File: src/rtl/cim_gemv_sequencer.sv
// Int8 GEMV sequencer for CIM SRAM: per output row, alternates input/weight reads,
// accumulates a 4-lane signed dot product, then writes one result word.
module cim_gemv_sequencer #(
    parameter int ADDR_WIDTH = 17,
    parameter int ACC_WIDTH  = 32
) (
    input  logic                  clk,
    input  logic                  rst,
    input  logic                  start,
    input  logic                  abort,
    input  logic [15:0]           dim_n,
    input  logic [15:0]           dim_kw,
    input  logic [ADDR_WIDTH-1:0] input_addr,
    input  logic [ADDR_WIDTH-1:0] weight_addr,
    input  logic [ADDR_WIDTH-1:0] output_addr,
    output logic                  rd_en,
    output logic [ADDR_WIDTH-1:0] rd_addr,
    input  logic [31:0]           rd_data,
    output logic                  wr_en,
    output logic [ADDR_WIDTH-1:0] wr_addr,
    output logic [ACC_WIDTH-1:0]  wr_data,
    output logic                  busy,
    output logic                  done,
    output logic                  err
);

    typedef enum logic [2:0] {
        S_IDLE,
        S_RD_IN,
        S_RD_W,
        S_DRAIN,
        S_WRITE,
        S_DONE
    } state_t;

    state_t                state_q, state_d;
    logic [15:0]           dim_n_q, dim_n_d;
    logic [15:0]           dim_kw_q, dim_kw_d;
    logic [ADDR_WIDTH-1:0] input_addr_q, input_addr_d;
    logic [ADDR_WIDTH-1:0] output_addr_q, output_addr_d;
    logic [ADDR_WIDTH-1:0] wptr_q, wptr_d;
    logic [15:0]           k_q, k_d;
    logic [15:0]           n_q, n_d;
    logic [31:0]           in_word_q, in_word_d;
    logic [ACC_WIDTH-1:0]  acc_q, acc_d;
    logic                  acc_pend_q, acc_pend_d;
    logic                  err_q, err_d;

    function automatic logic [ACC_WIDTH-1:0] dot4(input logic [31:0] a, input logic [31:0] b);
        logic signed [7:0]    la;
        logic signed [7:0]    lb;
        logic signed [15:0]   p;
        logic [ACC_WIDTH-1:0] s;
        s = '0;
        for (int i = 0; i < 4; i++) begin
            la = a[8*i +: 8];
            lb = b[8*i +: 8];
            p  = la * lb;
            s  = s + {{(ACC_WIDTH-16){p[15]}}, p};
        end
        return s;
    endfunction

    always_ff @(posedge clk) begin
        if (rst) begin
            state_q       <= S_IDLE;
            dim_n_q       <= '0;
            dim_kw_q      <= '0;
            input_addr_q  <= '0;
            output_addr_q <= '0;
            wptr_q        <= '0;
            k_q           <= '0;
            n_q           <= '0;
            in_word_q     <= '0;
            acc_q         <= '0;
            acc_pend_q    <= 1'b0;
            err_q         <= 1'b0;
        end else begin
            state_q       <= state_d;
            dim_n_q       <= dim_n_d;
            dim_kw_q      <= dim_kw_d;
            input_addr_q  <= input_addr_d;
            output_addr_q <= output_addr_d;
            wptr_q        <= wptr_d;
            k_q           <= k_d;
            n_q           <= n_d;
            in_word_q     <= in_word_d;
            acc_q         <= acc_d;
            acc_pend_q    <= acc_pend_d;
            err_q         <= err_d;
        end
    end

    always_comb begin
        state_d       = state_q;
        dim_n_d       = dim_n_q;
        dim_kw_d      = dim_kw_q;
        input_addr_d  = input_addr_q;
        output_addr_d = output_addr_q;
        wptr_d        = wptr_q;
        k_d           = k_q;
        n_d           = n_q;
        in_word_d     = in_word_q;
        acc_d         = acc_q;
        acc_pend_d    = 1'b0;
        err_d         = 1'b0;
        rd_en         = 1'b0;
        rd_addr       = '0;
        wr_en         = 1'b0;
        wr_addr       = '0;
        wr_data       = '0;

        // Weight word read in RD_W lands this cycle; fold it in against the latched input word.
        if (acc_pend_q) begin
            acc_d = acc_q + dot4(in_word_q, rd_data);
        end

        case (state_q)
            S_IDLE: begin
                if (start) begin
                    if (dim_n == 16'd0 || dim_kw == 16'd0) begin
                        err_d = 1'b1;
                    end else begin
                        dim_n_d       = dim_n;
                        dim_kw_d      = dim_kw;
                        input_addr_d  = input_addr;
                        output_addr_d = output_addr;
                        wptr_d        = weight_addr;
                        k_d           = '0;
                        n_d           = '0;
                        acc_d         = '0;
                        state_d       = S_RD_IN;
                    end
                end
            end
            S_RD_IN: begin
                rd_en   = 1'b1;
                rd_addr = input_addr_q + ADDR_WIDTH'(k_q);
                state_d = S_RD_W;
            end
            S_RD_W: begin
                rd_en      = 1'b1;
                rd_addr    = wptr_q;
                in_word_d  = rd_data;
                wptr_d     = wptr_q + ADDR_WIDTH'(1);
                acc_pend_d = 1'b1;
                if (k_q == dim_kw_q - 16'd1) begin
                    state_d = S_DRAIN;
                end else begin
                    k_d     = k_q + 16'd1;
                    state_d = S_RD_IN;
                end
            end
            S_DRAIN: begin
                state_d = S_WRITE;
            end
            S_WRITE: begin
                wr_en   = 1'b1;
                wr_addr = output_addr_q + ADDR_WIDTH'(n_q);
                wr_data = acc_q;
                acc_d   = '0;
                k_d     = '0;
                if (n_q == dim_n_q - 16'd1) begin
                    state_d = S_DONE;
                end else begin
                    n_d     = n_q + 16'd1;
                    state_d = S_RD_IN;
                end
            end
            S_DONE: begin
                state_d = S_IDLE;
            end
            default: begin
                state_d = S_IDLE;
            end
        endcase

        if (abort) begin
            state_d    = S_IDLE;
            acc_d      = '0;
            acc_pend_d = 1'b0;
            err_d      = 1'b0;
        end
    end

    assign busy = (state_q != S_IDLE);
    assign done = (state_q == S_DONE);
    assign err  = err_q;

endmodule
File: config.mk
export PLATFORM = sky130hd
export DESIGN_NAME = cim_gemv_sequencer
export DESIGN_NICKNAME = d
export VERILOG_FILES = /design/src/rtl/cim_gemv_sequencer.sv
export SDC_FILE = /design/constraint.sdc
export NUM_CORES = 1
export LEC_CHECK = 0
export CORE_AREA = 2 2 243 245
export DETAILED_ROUTE_END_ITERATION = 6
export DIE_AREA = 0 0 245 247
export GPL_TIMING_DRIVEN = 0
export PLACE_DENSITY = 0.68
export SYNTH_ARGS = -nofsm -noshare
export SYNTH_HDL_FRONTEND = slang
export SYNTH_SLANG_ARGS = --single-unit
File: constraint.sdc
create_clock -name clk -period 13.4 [get_ports clk]
set_input_delay 1.34 -clock clk [delete_from_list [all_inputs] [get_ports clk]]
set_output_delay 1.34 -clock clk [all_outputs]
set_load 0.01 [all_outputs]
Word-level counts from Yosys, hierarchy flattened. Index checks and enable logic that the tools add are counted. Widths: inputs -> output; s select.

Add/subtract/negate cells: 11. Multiply operators: 4. Eq/ne operators: 11. Multiplexer cells: 25. Bitwise operators: 3. Reductions and logical operators: 16.

Operators by type and width (number): $mux 32 (4); $pmux 17 s2 (2); $mul 8x8->16 (4); $mux 16 (4); $pmux 32 s2 (1); $mux 17 (3); $pmux 16 s3 (1); $add 17x16->17 (2); $add 16x1->16 const B (2); $add 32x32->32 (1); $eq 16x16->1 (2); $logic_not 16->1 (2); $pmux 16 s2 (1); $sub 16x1->16 const B (2); $add 18x16->19 (1); $add 17x16->18 (1); $add 16x16->17 (1); $add 17x1->17 const B (1); $pmux 3 s5 (1); $mux 3 (3); $ne 2x2->1 const B (4); $reduce_and 4->1 (2); $eq 3x2->1 const B (2); $eq 3x3->1 const B (2); other kinds (12) (21).

Flip-flop bits (word level): 184. Word-level logic and storage cells: 82.

Depth between registers and ports, before layout.
Word-level depth: 9. Depth in mapped cells: 38. Mapped depth without buffers: 37.

Least setup slack after synthesis. OpenSTA, ideal clock, no wires.

Path type: in2reg. Start point: in rd_data[17]. End point: reg acc_q[30]. Library setup time: 106 ps. Arrival time: 9806 ps. Data required time: 13294 ps. Setup slack: 3488 ps. Stages on the path: 33. Path buffers: 2. Cell sequence: clkbuf_1 nand2_1 inv_1 fa_1 inv_1 fa_1 inv_1 fa_1 fa_1 fa_1 fa_1 fa_1 inv_1 fa_1 inv_1 ha_1 and3_1 nand3_1 or3_1 and3_1 o21ai_0 nor3b_1 inv_1 ha_1 clkbuf_1 nand4_1 nor2_1 nand2_1 o21ba_2 or4_1 a2111oi_0 a31oi_1 o311ai_0.

Cells in the longest elaborated chain, start to end: 8.

RTL lines: from (decl) (line 18) `input logic [31:0] rd_data,`; $mul 8x8->16 * (line 58) `p = la * lb;`; $add 17x16->18 * (line 59) `s = s + {{(ACC_WIDTH-16){p[15]}}, p};`; $add 18x16->19 * (line 59); $add 32x32->32 * (line 115) `acc_d = acc_q + dot4(in_word_q, rd_data);`; $mux 32 * (line 114) `if (acc_pend_q) begin`; $mux 32 (line 121) `if (dim_n == 16'd0 || dim_kw == 16'd0) begin`; $mux 32 (line 120) `if (start) begin`; $pmux 32 s2 * (line 118) `case (state_q)`; to (signal assigned) (line 75) `acc_q <= '0;`; to (signal assigned) (line 88) `acc_q <= acc_d;`; to (decl) (line 45) `logic [ACC_WIDTH-1:0] acc_q, acc_d;`.

Every way passes the cells marked *; elsewhere a longest branch is shown, timed or not. A chain may end at the register's enable or synchronous reset.

Worst setup path after layout.
Start point: in rd_data[24]. End point: reg acc_q[30].

Cells in the longest elaborated chain, start to end: 7.

RTL lines (line): $mul 8x8->16 * (58); $add 18x16->19 * (59); $add 32x32->32 * (115); $mux 32 * (114); $mux 32 (121); $mux 32 (120); $pmux 32 s2 * (118).

Marked as above.

==> impl_results.md <==
* Outcome: finished clean
* Fin crit period at 11.10 ns
* Slew margin rel. at 31.0%
* Mapped Area at 23000 sq um
* Share of synthesized registers carrying an async set or reset at 0%
* Boundary Pins at 190
* Comb power frac at 65.1%
* CTS tree: built
* Synthesized flop and latch total at 184
* Total GRT Usage at 20.9%
* Most frequent cells in the layout: inv_1 (414), nand2_1 (364), fa_1 (329)
* # setup viols final at 0
* Setup WS post-layout at 2.30 ns
* NetSw at 1.51 mW
* Fin nets at 3513
* Endpoint class of the critical path: register
* Register share of total power at 18.6%
* Vias per cell at 5.18
* DR WL/cell at 16.6 um
* Vias at 19100
* CP max stage delay at 0.72 ns
* Post-synthesis sequential area ratio at 16.0%
* Yosys top cell area share at 28.7%
* # rows at 89
* Sw frac at 47.8%
* Pre-CTS setup slack at 1.93 ns
* Post-route DRC at 0
* Iter 0 DRT Violations at 1224
* CTS Root Cell: clkbuf_16
* Drt first pass iters at 7
* Clk pin slew, worst setup/hold paths at 0.07 ns
* RSZ-0062 raised after global routing: false
* Core ar. at 58200 sq um
* CTS H-Tree Depth at 4
* Worst EP required at 13.77 ns
* Final setup TNS at 0 ns
* Netlist cell types at 86
* Worst Hold End: output_addr_q[3]
* Clk sinks at 184
* Post-synth EDFFs at 0
* MaxCap Viol Count at 0
* Final std cells w/o fill at 3686
* Worst VDD drop at 153 uV
* Most common cell after layout, fill and taps aside: inv_1
* Leak at 11.9 nW
* Final WL at 61300 um
* Worst-Margin Slew at 1.03 ns
* Post-DRT Antenna Nets at 0
* Internal power at 1.64 mW
* Crit path arrival time at 11.47 ns
* Setup Buffers After CTS at 0
* Die Span X at 245 um
* Hold Path Class: register to register
* Area grow syn2layout at 14.5%
* Largest net degree at the start of global routing at 19
* Longest Clk Path Bufs at 2
* Top FF cell, synth: dfxtp_1
* Clk pwr share at 16.4%
* YS warnings at 0
* Worst reg2reg path endpoint: acc_q[30]
* Initial antenna violation count at 2
* Placed Cells at 3650
* Routability cong. at 0.895
* Die Height at 247 um
* Layout Skew at 0.0140 ns
* Fin crit share at 82.8%
* Resize count post-CTS at 0
* Fin. Hold Viols at 0
* Share of layout cells above drive strength 1 at 2.27%
* Hold wc startpoint: output_addr_q[3]
* Crit-path most repeated cell: fa_1
* TritonCTS Buffers at 17
* Worst reg2reg setup slack at 3.26 ns
* Max Clk Rate at 0.0901 GHz
* Starting Density at 39.4%
* Crit path max-delay cell type: fa_1
* Dpl hpwl at 50500 um
* Pwr per Cell Area at 120 nW/um^2
* Crit path launch type: primary input
* Register-to-Register Path Depth at 33
* Hold path depth at 2
* GR Overflow Total at 0
* IO Port Bufs at 178
* Fin. max-slew vios at 0
* Syn Nets at 3316
* Die area at 60500 sq um
* Syn Inst Count at 2699
* Avg Cell Area, Syn at 8.51 sq um
* Number of global-route vias before repair at 18800
* Leading area contributor after synthesis: fa_1
* Hold slack at 0.461 ns
* Crit Path Class: primary input to register
* Hold_buf cts at 0
* Worst Path Max Fanout at 15
* Synth top area cells: fa_1 (29%), dfxtp_1 (16%), ha_1 (9.2%)
* Worst-Skew Late Latency at 0.49 ns
* Global-route wire length before repair at 99700 um
* Worst R2R Start: in_word_q[23]
[power groups by stage]
stage	clock network [mW]	registers (mW)	logic [mW]
6_report	0.515	0.585	2.05
5_1_grt	0.546	0.588	2.33
4_1_cts	0.527	0.585	2.04
3_5_place_dp	0	0.598	2.03
3_3_place_gp	0	0.597	2.02
2_1_floorplan	0	0.590	1.57
[stage by stage]
stage	power [mW]	cell area, sq um	utilization (%)
after floorplan	2.16	23000	-
after global placement	2.61	25700	44.1
after detailed placement	2.63	25700	44.1
after CTS	3.15	26300	45.1
after global routing	3.46	26300	45.1
final	3.15	26300	45.1
[worst max-delay path: cells and delay by family]
family          cells  cell delay, ns
fa+ha+maj          10            4.97
compound gates      5            0.98
buf+inv             8            1.64
simple gates       10            2.54
[synthesized netlist by cell type, types with 5 or more instances]
| master | count |
|---|---|
| nor4_1 | 18 |
| nand2b_1 | 26 |
| o31ai_1 | 10 |
| ha_1 | 169 |
| a211oi_1 | 14 |
| o21ai_0 | 69 |
| nor2_1 | 143 |
| o21bai_1 | 10 |
| nor3_1 | 35 |
| and2_1 | 147 |
| a21o_1 | 24 |
| a2111oi_0 | 7 |
| nor3b_1 | 7 |
| clkbuf_1 | 90 |
| a21oi_1 | 163 |
| or3_1 | 27 |
| nand2_1 | 364 |
| xnor2_1 | 74 |
| a31oi_1 | 12 |
| or4_1 | 10 |
| xor2_1 | 44 |
| o21a_1 | 11 |
| o31a_1 | 6 |
| a222oi_1 | 7 |
| a41oi_1 | 5 |
| and3_1 | 54 |
| o211ai_1 | 11 |
| mux2i_1 | 18 |
| or2_2 | 7 |
| nand4_1 | 27 |
| dfxtp_1 | 184 |
| inv_1 | 414 |
| nor2b_1 | 21 |
| nand3_1 | 40 |
| fa_1 | 329 |
| buf_1 | 11 |
[cell type report]
type	instances	area [sq um]
diodes	4	10.0
plain buffers	106	428
clock buffers	18	439
clock inverters	14	128
fillers	5711	32000
inverters	415	1560
multi-input cells	1994	17300
flip-flops and latches	184	3680
well taps	773	967
repair buffers	178	1780
[logic make-up (layout without fill, tap and decap cells)]
group,after synthesis,in the layout,share of synthesized area [%]
simple gates,952,952,20.6
buf+inv,521,731,8.65
fa+ha+maj,498,498,37.9
compound gates,404,404,11.2
flops,184,184,16.0
xor+xnor,121,121,4.80
mux,19,19,0.834
other cells,0,4,0
[state kept, by name (all words and copies together) (netlist names)]
| signal | flops |
|---|---|
| acc_q | 32 |
| in_word_q | 32 |
| input_addr_q | 17 |
| output_addr_q | 17 |
| wptr_q | 17 |
| dim_kw_q | 16 |
| dim_n_q | 16 |
| k_q | 16 |
| n_q | 16 |
| state_q | 3 |
| acc_pend_q | 1 |
| err | 1 |
[layer usage]
metal	part of all wire, %	global-route usage [%]	vias up
met3	5.9	3.05	66
met5	0.016	0	-
li1	-	-	9173
met4	1.9	5.52	2
met2	47	34.7	551
met1	45	28.5	9291
[worst max-delay path by stage]
stage	depth (start not counted)	startpoint	slack [ns]	end
after CTS	33	rd_data[24]	2.43	acc_q[30]
after floorplan	33	rd_data[17]	3.49	acc_q[30]
after detailed placement	33	rd_data[24]	1.93	acc_q[30]
after global placement	33	rd_data[24]	1.98	acc_q[30]
final	33	rd_data[24]	2.30	acc_q[30]
after global routing	33	rd_data[24]	1.64	acc_q[30]
(Power assumes the default switching activity.)
